**config.mk**
```make
export PLATFORM = sky130hd
export DESIGN_NAME = envelope_adsr
export DESIGN_NICKNAME = d
export VERILOG_FILES = /design/src/rtl/synth_pkg.sv /design/src/rtl/envelope_adsr_sample_scaler.sv /design/src/rtl/envelope_adsr.sv
export SDC_FILE = /design/constraint.sdc
export NUM_CORES = 1
export LEC_CHECK = 0
export ABC_AREA = 1
export BUFFER_PORTS_ARGS = -buffer_cell sky130_fd_sc_hd__buf_2
export CAP_MARGIN = 30
export CORE_ASPECT_RATIO = 1.2
export CORE_MARGIN = 8
export CORE_UTILIZATION = 50
export CTS_CLUSTER_SIZE = 8
export DETAILED_ROUTE_END_ITERATION = 16
export GPL_TIMING_DRIVEN = 0
export PLACE_DENSITY = 0.79
export SLEW_MARGIN = 40
export SYNTH_ARGS = -nofsm -noshare
export SYNTH_HDL_FRONTEND = slang
export SYNTH_SLANG_ARGS = --single-unit
```
**constraint.sdc**
```tcl
create_clock -name clock -period 4.8 [get_ports clock]
set_input_delay 0.96 -clock clock [delete_from_list [all_inputs] [get_ports clock]]
set_output_delay 0.96 -clock clock [all_outputs]
set_load 0.02 [all_outputs]
```
**src/rtl/synth_pkg.sv**
```systemverilog
// Shared types and widths for the voice amplitude path.
package synth_pkg;

  localparam int SAMPLE_W = 8;
  localparam int ENV_W    = 16;

  localparam logic [SAMPLE_W-1:0] SAMPLE_ZERO = 8'h80;

  typedef enum logic [2:0] {
    ST_IDLE    = 3'd0,
    ST_ATTACK  = 3'd1,
    ST_DECAY   = 3'd2,
    ST_SUSTAIN = 3'd3,
    ST_RELEASE = 3'd4
  } adsr_stage_t;

endpackage

```
**src/rtl/envelope_adsr_sample_scaler.sv**
```systemverilog
// Two-stage offset-binary sample x envelope gain multiply, re-offset to offset binary.
module sample_scaler
  import synth_pkg::*;
(
  input  logic                clock,
  input  logic                reset,
  input  logic [SAMPLE_W-1:0] sample_in,
  input  logic [7:0]          level,
  output logic [SAMPLE_W-1:0] sample_out
);

  logic signed [7:0]  s_q;
  logic        [8:0]  gain_q;
  logic signed [17:0] s_x;
  logic signed [17:0] g_x;
  logic signed [17:0] prod;

  // Full-scale level maps to a gain of exactly 1.0 so the voice can pass through unchanged
  always_comb begin
    s_x  = 18'(s_q);
    g_x  = 18'($signed({1'b0, gain_q}));
    prod = s_x * g_x;
  end

  always_ff @(posedge clock) begin
    if (reset) begin
      s_q        <= '0;
      gain_q     <= '0;
      sample_out <= SAMPLE_ZERO;
    end else begin
      s_q        <= {~sample_in[7], sample_in[6:0]};
      gain_q     <= (level == 8'hFF) ? 9'd256 : {1'b0, level};
      sample_out <= 8'((prod >>> 8) + 18'sd128);
    end
  end

endmodule

```
**src/rtl/envelope_adsr.sv**
```systemverilog
// Per-voice ADSR envelope generator driving the sample scaler.
//   state      | meaning
//   ST_IDLE    | silent, env held at 0
//   ST_ATTACK  | env ramps up to full scale
//   ST_DECAY   | env ramps down to the sustain level
//   ST_SUSTAIN | env tracks the sustain level while gate is held
//   ST_RELEASE | env ramps down to 0 after gate falls
module envelope_adsr
  import synth_pkg::*;
#(
  parameter int PRESCALE   = 16,
  parameter int STEP_SHIFT = 4
) (
  input  logic                clock,
  input  logic                reset,
  input  logic                gate,
  input  logic [7:0]          attack_rate,
  input  logic [7:0]          decay_rate,
  input  logic [7:0]          sustain_level,
  input  logic [7:0]          release_rate,
  input  logic [SAMPLE_W-1:0] waveform_in,
  output logic [SAMPLE_W-1:0] waveform_out,
  output logic [7:0]          level,
  output logic [2:0]          stage,
  output logic                active
);

  localparam int CNT_W = (PRESCALE > 1) ? $clog2(PRESCALE) : 1;
  localparam logic [CNT_W-1:0] CNT_LOAD = CNT_W'(PRESCALE - 1);

  adsr_stage_t       state_q, state_d;
  logic [ENV_W-1:0]  env_q, env_d;
  logic [CNT_W-1:0]  cnt_q;
  logic              gate_d;
  logic              tick, rise, fall;
  logic [ENV_W:0]    att_sum, dec_diff, rel_diff;
  logic [ENV_W-1:0]  sus_env;

  function automatic logic [ENV_W-1:0] step_of(input logic [7:0] rate);
    return {8'b0, rate} << STEP_SHIFT;
  endfunction

  assign tick    = (cnt_q == '0);
  assign rise    = gate & ~gate_d;
  assign fall    = ~gate & gate_d;
  assign sus_env = {sustain_level, 8'h00};

  // 17-bit arithmetic so bit 16 flags overflow (attack) or underflow (decay/release)
  assign att_sum  = {1'b0, env_q} + {1'b0, step_of(attack_rate)};
  assign dec_diff = {1'b0, env_q} - {1'b0, step_of(decay_rate)};
  assign rel_diff = {1'b0, env_q} - {1'b0, step_of(release_rate)};

  always_comb begin
    state_d = state_q;
    env_d   = env_q;
    // Gate transitions win over a coincident tick; env is kept so retrigger is click-free
    if (rise && (state_q == ST_IDLE || state_q == ST_RELEASE)) begin
      state_d = ST_ATTACK;
    end else if (fall && (state_q inside {ST_ATTACK, ST_DECAY, ST_SUSTAIN})) begin
      state_d = ST_RELEASE;
    end else if (tick) begin
      case (state_q)
        ST_IDLE: env_d = '0;
        ST_ATTACK: begin
          if (attack_rate == 8'd0 || att_sum[ENV_W]) begin
            env_d   = '1;
            state_d = ST_DECAY;
          end else begin
            env_d = att_sum[ENV_W-1:0];
          end
        end
        ST_DECAY: begin
          if (decay_rate == 8'd0 || dec_diff[ENV_W] || dec_diff[ENV_W-1:0] <= sus_env) begin
            env_d   = sus_env;
            state_d = ST_SUSTAIN;
          end else begin
            env_d = dec_diff[ENV_W-1:0];
          end
        end
        ST_SUSTAIN: env_d = sus_env;
        ST_RELEASE: begin
          if (release_rate == 8'd0 || rel_diff[ENV_W] || rel_diff[ENV_W-1:0] == '0) begin
            env_d   = '0;
            state_d = ST_IDLE;
          end else begin
            env_d = rel_diff[ENV_W-1:0];
          end
        end
        default: begin
          env_d   = '0;
          state_d = ST_IDLE;
        end
      endcase
    end
  end

  always_ff @(posedge clock) begin
    if (reset) begin
      state_q <= ST_IDLE;
      env_q   <= '0;
      cnt_q   <= '0;
      gate_d  <= 1'b0;
    end else begin
      state_q <= state_d;
      env_q   <= env_d;
      gate_d  <= gate;
      cnt_q   <= tick ? CNT_LOAD : cnt_q - 1'b1;
    end
  end

  assign level  = env_q[ENV_W-1:8];
  assign stage  = state_q;
  assign active = (state_q != ST_IDLE);

  sample_scaler u_scaler (
    .clock      (clock),
    .reset      (reset),
    .sample_in  (waveform_in),
    .level      (env_q[ENV_W-1:8]),
    .sample_out (waveform_out)
  );

endmodule
```
Yosys cells after proc, flatten, opt, wreduce, memory -nomap -nowiden

Index checks and enable logic that the tools add are counted.

Bitwise logic cells: 8
Muxes and demuxes: 13
Magnitude comparators: 1
$mul: 1
Reduce and logical (&&, ||, !) cells: 26
Eq/ne operators: 16
Shifts and indexed selects: 0
Div/mod/pow operators: 0
Add/sub/neg operators: 5

Operator list:

| kind                | count |
|---|---|
| $pmux 16 s4         | 1 |
| $mux 16             | 3 |
| $sub 16x12->17      | 2 |
| $logic_not 8->1     | 3 |
| $add 16x12->17      | 1 |
| $le 16x16->1        | 1 |
| $logic_not 16->1    | 1 |
| $mul 8x10->16       | 1 |
| $mux 3              | 5 |
| $reduce_and 5->1    | 3 |
| $ne 3x1->1 const B  | 4 |
| $pmux 3 s4          | 1 |
| $mux 9              | 1 |
| $reduce_bool 3->1   | 3 |
| $add 8x8->8 const B | 1 |
| $eq 8x8->1 const B  | 1 |
| $ne 2x1->1 const B  | 4 |
| $ne 4x2->1 const B  | 2 |
| $eq 3x2->1 const B  | 2 |
| $logic_or 1x1->1    | 6 |
| $not 1->1           | 6 |
| $reduce_or 2->1     | 3 |
| $logic_not 4->1     | 1 |
| $mux 4              | 1 |
| other kinds (11)    | 13 |

Register bits: 49
Memory bits (read-only): 0
Latch bits: 0
RAM bits: 0
Bits of input ports: 43
Memories: 0
Logic and storage cells: 80
Output and inout bits: 20

Depth between registers and ports, before layout

Gate-level depths: netlist of the first run.

Depth in word-level cells: 8
Depth in mapped cells: 28
Gate-level depth less buffers: 28

By module

Synthesis of the first run repeated with hierarchy kept, for this count alone.

Cell total of the unflattened synthesis: 998
Area total of the unflattened synthesis: 6404.9 µm²

By module, submodules not included:

| module        | instances | area an instance (µm²) | cells an instance |
|---|---|---|---|
| envelope_adsr | 1         | 3244.4                 | 562 |
| sample_scaler | 1         | 3160.5                 | 436 |

Worst setup path after synthesis of the first run

OpenSTA, ideal clock, no wires.

Path kind: reg2reg
Start: reg u_scaler.gain_q[3]
End: reg u_scaler.sample_out[5]
Setup time: 0.121 ns
Path buffers: 1
Slack: 0.688 ns
Arrival time: 3.991 ns
Stages on the path, launching flop included: 20
Cells stage by stage: dfxtp_1 -> clkbuf_1 -> nor2_1 -> fa_1 -> inv_1 -> fa_1 -> inv_1 -> fa_1 -> inv_1 -> fa_1 -> inv_1 -> ha_1 -> nand2_1 -> a21oi_1 -> a211oi_1 -> o21ai_0 -> nand3_1 -> nand2_1 -> o21ai_0 -> a21oi_1

Word-level cells in the longest chain between the ends: 2

RTL lines:

| item                   | RTL line                          | text |
|---|---|---|
| start, declared        | envelope_adsr_sample_scaler.sv:13 | `logic [8:0] gain_q;` |
| start signal, assigned | envelope_adsr_sample_scaler.sv:32 | `gain_q <= (level == 8'hFF) ? 9'd256 : {1'b0, level};` |
| $mul 8x10->16          | envelope_adsr_sample_scaler.sv:22 | `prod = s_x * g_x;` |
| $add 8x8->8            | envelope_adsr_sample_scaler.sv:33 | `sample_out <= 8'((prod >>> 8) + 18'sd128);` |
| end signal, assigned   | envelope_adsr_sample_scaler.sv:33 |  |
| end, declared          | envelope_adsr_sample_scaler.sv:9  | `output logic [SAMPLE_W-1:0] sample_out` |

No other way between the ends.
A chain may end at the register's enable or synchronous reset.

Worst setup path after layout of the first run

Start: reg u_scaler.s_q[7]
End: reg u_scaler.sample_out[5]

Word-level cells in the longest chain between the ends: 2

RTL lines:

| item                   | RTL line                          | text |
|---|---|---|
| start, declared        | envelope_adsr_sample_scaler.sv:12 | `logic signed [7:0] s_q;` |
| start signal, assigned | envelope_adsr_sample_scaler.sv:31 | `s_q <= {~sample_in[7], sample_in[6:0]};` |
| $mul 8x10->16          | envelope_adsr_sample_scaler.sv:22 |  |
| $add 8x8->8            | envelope_adsr_sample_scaler.sv:33 |  |

No other way between the ends.

==> results of run 1 <==
-- where the power goes --
group	total (mW)	switching, mW	internal, mW
registers	0.422	0.0187	0.403
clock network	0.383	0.183	0.200
logic	0.404	0.261	0.143
total	1.21	0.463	0.746
-- how the worst max path moves through the flow --
stage	from	depth (start not counted)	slack (ns)	to
after floorplan	u_scaler.gain_q[3]$_SDFF_PP0_	19	0.69	u_scaler.sample_out[5]$_SDFF_PP0_
after global placement	u_scaler.gain_q[3]$_SDFF_PP0_	17	0.31	u_scaler.sample_out[5]$_SDFF_PP0_
after detailed placement	u_scaler.gain_q[3]$_SDFF_PP0_	17	0.29	u_scaler.sample_out[5]$_SDFF_PP0_
after CTS	u_scaler.gain_q[3]$_SDFF_PP0_	17	0.26	u_scaler.sample_out[5]$_SDFF_PP0_
after global routing	u_scaler.gain_q[3]$_SDFF_PP0_	19	0.06	u_scaler.sample_out[5]$_SDFF_PP0_
final	u_scaler.s_q[7]$_SDFF_PP0_	17	0.37	u_scaler.sample_out[5]$_SDFF_PP0_
-- state kept, by name, indices dropped and copies added, names as in the netlist --
signal,cells
cnt_q,4
u_scaler.s_q,8
u_scaler.gain_q,9
env_q,13
u_scaler.sample_out,8
gate_d,1
stage,3
-- kinds of logic (layout without fill, tap and decap cells) --
logic type	after synthesis	in the layout	synth area share, %
xor+xnor	15	15	2.12
buf+inv	246	316	15.7
compound gates	110	110	10.1
simple gates	423	423	29.1
flops	46	46	14.9
fa+ha+maj	113	113	28.1
-- layout by cell type, fill, tap and decap left out, types with 12 or more instances in the layout --
cell type | synthesis | final
a21oi_1 | 51 | 51
buf_2 | 4 | 66
clkbuf_1 | 18 | 18
dfxtp_1 | 46 | 46
fa_1 | 44 | 44
ha_1 | 69 | 69
inv_1 | 209 | 209
nand2_1 | 235 | 235
nand3_1 | 50 | 50
nand4_1 | 12 | 12
nor2_1 | 90 | 90
o21ai_0 | 25 | 24
-- routing by layer --
layer,track usage (%),up-vias
met5,0,-
met4,10.5,0
met3,2.85,46
met2,39.9,162
met1,22.2,2788
li1,-,3075
-- area by class of cell --
type,count,area [um2],area share (%)
buffer,33,174,2.53
clock buffer,5,125,1.82
clock inverter,3,26.3,0.383
inverter,213,800,11.6
multi-input combinational,661,4310,62.8
sequential,46,921,13.4
tap,161,201,2.93
timing repair buffer,62,310,4.52
-- worst register-to-register path: cells and delay by family, from the launching register on --
kind	cells	cell delay, ns
simple gates	4	0.54
compound gates	5	0.59
flops	1	0.38
buf+inv	3	0.37
fa+ha+maj	5	2.43
-- stage by stage --
step	hold slack [ns]	area (um2)	util [%]	total power, mW
6_report	0.489	6870	56.7	1.21
4_1_cts	0.493	6870	56.7	1.21
3_3_place_gp	0.470	6710	55.4	0.825
3_5_place_dp	0.479	6720	55.4	0.832
2_1_floorplan	0.443	6200	-	0.719
5_1_grt	0.527	6870	56.7	1.29
-- repair_timing --
item / in CTS / in global routing
resized for setup: 0 / 1
endpoints found under the setup margin: 0 / 2
endpoints found under the hold margin: 0 / 0
==> impl_results.md, run 1 <==
- Diode count: 0
- Arr. time, crit path: 4.63 ns
- Post-synth EDFFs: 0
- Root Buffer: clkbuf_16
- Clock transition at path regs: 0.08 ns
- Hold path endpoint: cnt_q[3]$_SDFF_PP0_
- Global placement routability congestion: between 0.9 and 1
- Via count: ~6k
- Routed length on met3: 847 um
- Number of buffers inserted by hold repair at cts: 0
- Core area: 12100 um2
- Hold Crit Start: cnt_q[3]$_SDFF_PP0_
- Crit. End Element: register
- VDD IR max: 0.000167 V
- Largest net degree at the start of global routing: 18
- Synth Flop Type: dfxtp_1
- Nets: ~1.2k
- Placement Rows: 44
- Post-Syn Instances: approximately 950
- Fill cells: 1239
- Post-CTS Setup Inserts: 0
- H-tree depth: 2
- Dpl cells: between 1k and 1.5k
- Worst setup margin: 0.366 ns
- Min-delay worst type: reg -> reg
- Synth top area share: 14.9%
- RR Endpoint: u_scaler.sample_out[5]$_SDFF_PP0_
- Die W: 118 um
- Netlist cell types: 47
- Period utilization: approximately 92%
- Reg2reg setup slack: 0.37 ns
- Static leakage: 4.05 nW
- Area contributors post-synth: dfxtp_1 (15%), nand2_1 (14%), fa_1 (14%)
- Met1 WL: 6370 um
- Ys async rst share: 0%
- Tot GR Track Use: about a fifth
- CTS tree: done
- Global-route wire length before repair: between 20000 and 30000 um
- Residual DRC: 0
- Final hold viol count: 0
- Total grt overflow: 0
- First-pass DRT Iterations: 5
- CP cell instances: clkinv_1 > nor2_1 > fa_1 > fa_1 > fa_1 > inv_1 > fa_1 > inv_1 > ha_1 > nand2_1 > a21oi_1 > a211oi_1 > o21ai_1 > nand3_1 > nand2_1 > o21ai_0 > a21oi_1
- Share of layout cells above drive strength 1: 10.2%
- #FFs+latches synth: 46
- Max_slew headroom: 49.4%
- Reg2Reg Depth: 17
- PwrDens: between 150 and 200 nW/um2
- Height of the die: 138 um
- Initial core utilization: 51.2%
- Mapped Area: ~6200 um2
- Vias in the first global route: 6238
- Family with the most delay on the worst path: adder cells
- Initial DRC count: 340
- Area growth syn-to-layout: 10.8%
- Max-slew violations: 0
- CP max stage cell: fa_1
- Num ports: 63
- I/O Buffers: 62
- Crit Path Max Fanout: 9
- Via/cell ratio: approximately 5.1
- Minimum clock period: 4.43 ns
- Most common cell in the synthesized netlist: nand2_1
- Synth cell count leaders: nand2_1 (235), inv_1 (209), nor2_1 (90), ha_1 (69), a21oi_1 (51)
- Post-Layout Cell Count: 1184
- Max cap viols: 0
- RSZ-0062 raised after global routing: no
- Most common cell on crit path: fa_1
- Status: completed
- Antenna violations before repair: 0
- Post-DR wirelength/cell: 13.7 um
- Setup Viol. Count Final: 0
- Num CTS Buffers: 5
- Sequential area share after synthesis: 14.9%
- Syn avg cell area: 6.50 um2
- Yosys Warn Count: 0
- HPWL after DPL: 13500 um
- Synth area leader: dfxtp_1
- Final WL: roughly 16000 um
- Die Area: 16200 um2
- Max clock buf depth: 2
- Max stage delay on crit path: 0.54 ns
- F_max: roughly 230 MHz
- CP bufs+invs: 3
- Post-Syn Nets: between 1k and 1.5k
- Setup CP Type: reg -> reg
- Met2 WL post-DR: around 8400 um
- DP Worst Slack: 0.285 ns
- Clock Sinks: 46
- Final Skew: 0.0118 ns
- Antenna Nets Post-Route: 0
- Least-Margin Pin Slew: between 0.7 and 0.8 ns
- Top sig layer: met4
- Latest clock arrival within the worst-skew pair: roughly 0.3 ns
- Worst r2r src: u_scaler.s_q[7]$_SDFF_PP0_
- Worst EP required: 4.99 ns
- Setup_tns: 0 ns
- Hold Path Depth: 1
- Startpoint type of the worst setup path: register
No activity file was read; power rests on OpenSTA's default activity.
==> run 2, diff against run 1 <==
CORE_ASPECT_RATIO = default   (was 1.2)
==> run 2 against run 1 <==
First-iteration DRC count is 44% higher. Sequential power about the same. Non-clock buffer count stayed put. Flip-flop and latch count unchanged. Register-to-register slack lost 0.04 ns. Critical path depth rose by 2. Sequential share of layout area stayed put. Clock skew fell by 0.0025 ns. Setup slack worse by 0.037 ns. Clock power down 7.6%. Wire length is 6.4% lower. Global-route usage fell by 1.3 points. Highest routed layer unchanged.
==> impl_results.md, run 2 (synthesized netlist as in run 1, its figures left out) <==
- Final WL: 15200 um (was 16300 um)
- Num CTS Buffers: 5 (unchanged)
- Via/cell ratio: 5.02 (was 5.13)
- Period utilization: 93.2% (was 92.4%)
- Global-route wire length before repair: 26100 um (was 28000 um)
- CP max stage cell: fa_1 (unchanged)
- Max cap viols: 0 (unchanged)
- Vias in the first global route: 5733 (was 6238)
- F_max: 224 MHz (was 226 MHz)
- Status: completed (unchanged)
- Share of layout cells above drive strength 1: 10.1% (was 10.2%)
- Number of buffers inserted by hold repair at cts: 0 (unchanged)
- Final Skew: 0.00932 ns (was 0.0118 ns)
- Final hold viol count: 0 (unchanged)
- Worst EP required: 4.99 ns (about the same)
- RSZ-0062 raised after global routing: no (unchanged)
- Max-slew violations: 0 (unchanged)
- Latest clock arrival within the worst-skew pair: 0.30 ns (about the same)
- Max stage delay on crit path: 0.54 ns (about the same)
- Antenna Nets Post-Route: 0 (unchanged)
- Tot GR Track Use: 19.5% (was 20.9%)
- Reg2reg setup slack: 0.33 ns (was 0.37 ns)
- Residual DRC: 0 (unchanged)
- Crit Path Max Fanout: 8 (was 9)
- Total grt overflow: 0 (unchanged)
- Static leakage: 4.05 nW (about the same)
- Max reg flops: 13 (unchanged)
- Core area: 12100 um2 (about the same)
- Largest net degree at the start of global routing: 17 (was 18)
- Root Buffer: clkbuf_16 (unchanged)
- Commonest cells after routing, fill and taps aside: nand2_1 (235), inv_1 (209), nor2_1 (90) (unchanged)
- Resize count post-CTS: 0 (unchanged)
- Crit. End Element: register (unchanged)
- Setup CP Type: reg -> reg (unchanged)
- Hold slack: 0.489 ns (about the same)
- H-tree depth: 2 (unchanged)
- Area growth syn-to-layout: 10.8% (unchanged)
- Diode count: 0 (unchanged)
- Global placement routability congestion: 0.940 (was 0.965)
- Height of the die: 127 um (was 138 um)
- VDD IR max: 0.000181 V (was 0.000167 V)
- DP Area: 6720 um2 (about the same)
- HPWL after DPL: 12900 um (was 13500 um)
- Pwr Total: 1.18 mW (was 1.21 mW)
- Post-DR wirelength/cell: 12.8 um (was 13.7 um)
- Num ports: 63 (unchanged)
- Max clock buf depth: 2 (unchanged)
- Startpoint type of the worst setup path: register (unchanged)
- Die W: 127 um (was 118 um)
- Placement Rows: 40 (was 44)
- Initial DRC count: 491 (was 340)
- Die Area: 16200 um2 (about the same)
- Post-CTS Setup Inserts: 0 (unchanged)
- Initial core utilization: 51.4% (was 51.2%)
- Regs by FF count: env_q x13, u_scaler.gain_q x9 (unchanged)
- Nets: 1178 (unchanged)
- CTS tree: done (unchanged)
- Min-delay worst type: reg -> reg (unchanged)
- PwrDens: 172 nW/um2 (was 176 nW/um2)
- First-pass DRT Iterations: 5 (unchanged)
- Commonest non-fill, non-tap cell in the layout: nand2_1 (unchanged)
- Setup_tns: 0 ns (unchanged)
- Least-Margin Pin Slew: 0.854 ns (was 0.753 ns)
- Via count: 5977 (was 6071)
- Post-route cell area: 6870 um2 (unchanged)
- Minimum clock period: 4.47 ns (was 4.43 ns)
- Most flops, register: env_q (unchanged)
- Clock transition at path regs: 0.07 ns (was 0.08 ns)
- I/O Buffers: 62 (unchanged)
- Setup Viol. Count Final: 0 (unchanged)
- Clock Sinks: 46 (unchanged)
- CP cell instances: clkbuf_1 > nor2_1 > fa_1 > inv_1 > fa_1 > inv_1 > fa_1 > inv_1 > fa_1 > inv_1 > ha_1 > nand2_1 > a21oi_1 > a211oi_1 > o21ai_1 > nand3_1 > nand2_1 > o21ai_0 > a21oi_1 (was clkinv_1 > nor2_1 > fa_1 > fa_1 > fa_1 > inv_1 > fa_1 > inv_1 > ha_1 > nand2_1 > a21oi_1 > a211oi_1 > o21ai_1 > nand3_1 > nand2_1 > o21ai_0 > a21oi_1)
- Max_slew headroom: 42.5% (was 49.4%)
- Arr. time, crit path: 4.66 ns (was 4.63 ns)
- Antenna violations before repair: 0 (unchanged)
==> run 2: path summary, 6_finish.rpt <==
kind / start / to / cells after the start
max reg2reg: u_scaler.gain_q[3]$_SDFF_PP0_ / u_scaler.sample_out[5]$_SDFF_PP0_ / 19
min: cnt_q[3]$_SDFF_PP0_ / cnt_q[3]$_SDFF_PP0_ / 1
max: u_scaler.gain_q[3]$_SDFF_PP0_ / u_scaler.sample_out[5]$_SDFF_PP0_ / 19
min reg2reg: cnt_q[3]$_SDFF_PP0_ / cnt_q[3]$_SDFF_PP0_ / 1
==> run 2: layer usage <==
metal | share of wire (%) | track usage, %
met1 | 46 | 24.8
met2 | 45 | 32.5
met3 | 6.3 | 3.04
met4 | 2.5 | 7.63
met5 | 0 | 0
==> run 2: power by group <==
part           internal [mW]  leakage (nW)  switching (mW)
combinational          0.142          3.60           0.260
clock                  0.195        0.0664           0.159
sequential             0.404         0.376          0.0186
==> run 2: through the flow <==
stage | instances | util, % | setup WS, ns
6_report | 1191 | 56.9 | 0.328
5_1_grt | 1191 | 56.9 | 0.0316
4_1_cts | 1191 | 56.9 | 0.255
3_5_place_dp | 1183 | 55.7 | 0.286
3_3_place_gp | 1183 | 55.7 | 0.254
2_1_floorplan | 953 | - | 0.688
==> run 2: cell type report <==
cell class,instances,area (um2)
well taps,168,210
clock buffers,5,125
clock inverters,3,23.8
multi-input cells,661,4300
plain buffers,33,174
inverters,213,800
repair buffers,62,310
flip-flops and latches,46,921
fillers,1202,5190
==> run 2: critical path, delay by kind of cell (launching register included) <==
kind | cells | cell delay, ns
AOI/OAI and AO/OA | 5 | 0.64
adders and majority gates | 5 | 2.45
buffers and inverters | 5 | 0.51
DFF | 1 | 0.31
and+or+nand+nor | 4 | 0.43
==> run 3, diff against run 2 <==
CORE_UTILIZATION = 61   (was 50)
CTS_CLUSTER_SIZE = 28   (was 8)
PLACE_DENSITY = 0.92   (was 0.79)
==> run 3 against run 2 <==
Worst hold slack lost 0.0095 ns. Sequential share of layout area increased by 0.26 points. Clock-buffer cell count rose by 1. Global-route usage is 4.8 points higher. Maximum frequency decreased by 1.2%. Setup slack got worse by 0.053 ns. Die area is 16% lower. Largest cell class unchanged. Largest power group unchanged. Highest routed layer unchanged.
==> impl_results.md, run 3 (synthesized netlist as in run 1, its figures left out) <==
- Most flops, register: env_q (unchanged)
- Post-DR wirelength/cell: 13.5 um (was 12.8 um)
- Post-CTS Setup Inserts: 0 (unchanged)
- Root Buffer: clkbuf_8 (was clkbuf_16)
- RR Endpoint: u_scaler.sample_out[5]$_SDFF_PP0_ (unchanged)
- Num CTS Buffers: 5 (unchanged)
- Commonest non-fill, non-tap cell in the layout: nand2_1 (unchanged)
- Via count: 6188 (was 5977)
- PwrDens: 158 nW/um2 (was 172 nW/um2)
- Share of layout cells above drive strength 1: 10.2% (was 10.1%)
- Max reg flops: 13 (unchanged)
- Placement Rows: 36 (was 40)
- CP max stage cell: fa_1 (unchanged)
- Setup CP Type: reg -> reg (unchanged)
- Final WL: 15600 um (was 15200 um)
- Reg2Reg Depth: 16 (was 19)
- First-pass DRT Iterations: 5 (unchanged)
- Crit Path Max Fanout: 8 (unchanged)
- Hold path endpoint: cnt_q[3]$_SDFF_PP0_ (unchanged)
- RSZ-0062 raised after global routing: no (unchanged)
- Global-route wire length before repair: 26700 um (was 26100 um)
- Die Area: 13600 um2 (was 16200 um2)
- Latest clock arrival within the worst-skew pair: 0.31 ns (was 0.30 ns)
- Commonest cells after routing, fill and taps aside: nand2_1 (235), inv_1 (209), nor2_1 (90) (unchanged)
- Clock Sinks: 46 (unchanged)
- Logic gate share of total power: 37.4% (was 34.1%)
- CP cell instances: clkbuf_1 > nand2_1 > fa_1 > fa_1 > inv_1 > fa_1 > inv_1 > fa_1 > inv_1 > ha_1 > nand4_1 > o21ai_0 > nand3_1 > nand2_1 > o21ai_0 > a21oi_1 (was clkbuf_1 > nor2_1 > fa_1 > inv_1 > fa_1 > inv_1 > fa_1 > inv_1 > fa_1 > inv_1 > ha_1 > nand2_1 > a21oi_1 > a211oi_1 > o21ai_1 > nand3_1 > nand2_1 > o21ai_0 > a21oi_1)
- Via/cell ratio: 5.38 (was 5.02)
- Total grt overflow: 0 (unchanged)
- Most common cell on crit path: fa_1
- Worst r2r src: u_scaler.gain_q[6]$_SDFF_PP0_ (was u_scaler.gain_q[3]$_SDFF_PP0_)
- Reg2reg setup slack: 0.28 ns (was 0.33 ns)
- Antenna Nets Post-Route: 0 (unchanged)
- Internal: 0.649 mW (was 0.741 mW)
- Height of the die: 117 um (was 127 um)
- Crit. End Element: register (unchanged)
- Max-slew violations: 0 (unchanged)
- Residual DRC: 0 (unchanged)
- Least-Margin Pin Slew: 0.766 ns (was 0.854 ns)
- Clock transition at path regs: 0.09 ns (was 0.07 ns)
- Post-route cell area: 6750 um2 (was 6870 um2)
- H-tree depth: 2 (unchanged)
- Initial DRC count: 653 (was 491)
- DP Area: 6670 um2 (was 6720 um2)
- Final hold viol count: 0 (unchanged)
- Initial core utilization: 63.1% (was 51.4%)
- Post-layout util: 68.7% (was 56.9%)
- Clk network pwr share: 22.6% (was 30.0%)
- VDD IR max: 0.000190 V (was 0.000181 V)
- Minimum clock period: 4.52 ns (was 4.47 ns)
- Setup_tns: 0 ns (unchanged)
- Sequential share of power: 40.0% (was 35.8%)
- Regs by FF count: env_q x13, u_scaler.gain_q x9 (unchanged)
- Final Skew: 0.00534 ns (was 0.00932 ns)
- Core area: 9820 um2 (was 12100 um2)
- Worst EP required: 5.05 ns (was 4.99 ns)
- Resize count post-CTS: 0 (unchanged)
- Switching fraction of total power: 39.2% (was 37.1%)
- Num ports: 63 (unchanged)
- Die W: 117 um (was 127 um)
- Max_slew headroom: 48.4% (was 42.5%)
- Fill cells: 892 (was 1202)
- Status: completed (unchanged)
- Tot GR Track Use: 24.3% (was 19.5%)
- CTS tree: done (unchanged)
- HPWL after DPL: 13100 um (was 12900 um)
- Startpoint type of the worst setup path: register (unchanged)
- Largest net degree at the start of global routing: 15 (was 17)
- Hold Path Depth: 1 (unchanged)
- Period utilization: 94.3% (was 93.2%)
- NetSw: 0.419 mW (was 0.437 mW)
- Setup Viol. Count Final: 0 (unchanged)
- Diode count: 0 (unchanged)
- Hold Crit Start: cnt_q[3]$_SDFF_PP0_ (unchanged)
- Global placement routability congestion: 0.975 (was 0.940)
- I/O Buffers: 62 (unchanged)
- Vias in the first global route: 6084 (was 5733)
- Static leakage: 4.02 nW (was 4.05 nW)
- F_max: 221 MHz (was 224 MHz)
- Number of buffers inserted by hold repair at cts: 0 (unchanged)
- Max cap viols: 0 (unchanged)
- Arr. time, crit path: 4.77 ns (was 4.66 ns)
- Nets: 1173 (was 1178)
- Min-delay worst type: reg -> reg (unchanged)
- Max stage delay on crit path: 0.53 ns (was 0.54 ns)
- Antenna violations before repair: 0 (unchanged)
- Area growth syn-to-layout: 8.86% (was 10.8%)
- Max clock buf depth: 2 (unchanged)
==> run 3: cell count changes in the layout (fill, tap and decap cells not counted) <==
| cell | previous run | this run |
|---|---|---|
| clkbuf_16 | 5 | 0 |
| clkbuf_8 | 0 | 5 |
| clkbuf_1 | 18 | 14 |
| clkinv_1 | 2 | 1 |
| clkinv_2 | 0 | 1 |
| clkinv_4 | 0 | 1 |
| clkinvlp_4 | 2 | 1 |
| dfxtp_1 | 46 | 45 |
| dfxtp_2 | 0 | 1 |
| inv_6 | 1 | 0 |
| o21ai_0 | 24 | 25 |
| o21ai_1 | 4 | 3 |
==> run 3: layout make-up <==
cell class	instances	area [um2]	area share (%)
clock inverters	2	13.8	0.204
clock buffers	6	72.6	1.08
repair buffers	62	310	4.60
well taps	133	166	2.47
plain buffers	28	155	2.30
multi-input cells	661	4300	63.8
flip-flops and latches	46	922	13.7
inverters	213	803	11.9
==> run 3: power groups by stage <==
stage | clock network [mW] | logic (mW) | registers [mW]
after global placement | 0 | 0.386 | 0.429
after CTS | 0.245 | 0.400 | 0.421
final | 0.241 | 0.399 | 0.427
after detailed placement | 0 | 0.398 | 0.430
after global routing | 0.264 | 0.455 | 0.430
after floorplan | 0 | 0.287 | 0.432
==> run 3: worst max path at each step <==
stage	endpoint	depth (start not counted)	start
finish	u_scaler.sample_out[5]$_SDFF_PP0_	16	u_scaler.gain_q[6]$_SDFF_PP0_
global route	u_scaler.sample_out[5]$_SDFF_PP0_	17	u_scaler.gain_q[2]$_SDFF_PP0_
CTS	u_scaler.sample_out[5]$_SDFF_PP0_	17	u_scaler.gain_q[3]$_SDFF_PP0_
detailed placement	u_scaler.sample_out[5]$_SDFF_PP0_	19	u_scaler.gain_q[3]$_SDFF_PP0_
global placement	u_scaler.sample_out[5]$_SDFF_PP0_	17	u_scaler.gain_q[3]$_SDFF_PP0_
floorplan	u_scaler.sample_out[5]$_SDFF_PP0_	19	u_scaler.gain_q[3]$_SDFF_PP0_
==> run 3: critical path: cells and delay by family (launching register included) <==
kind / cells / cell delay, ns
buffers and inverters: 4 / 0.47
AOI/OAI and AO/OA: 3 / 0.65
adders and majority gates: 5 / 2.46
and+or+nand+nor: 4 / 0.58
DFF: 1 / 0.32
==> run 3: stage by stage <==
stage                     total power [mW]  std cells  worst slack, ns  hold slack (ns)
after floorplan                      0.719        953            0.688            0.443
after global placement               0.816       1148            0.294            0.467
after detailed placement             0.828       1148            0.201            0.473
after CTS                             1.07       1156            0.181            0.490
after global routing                  1.15       1151           0.0184            0.508
final                                 1.07       1151            0.275            0.480
==> run 3: metal layers <==
layer,vias to the layer above,part of all wire [%],wire length (um),track usage [%]
met5,-,0,0,0
met4,0,3.3,516,10.6
met3,45,8.6,1330,3.64
met2,274,46,7200,42.1
met1,2792,42,6510,29.4
li1,3077,-,-,-
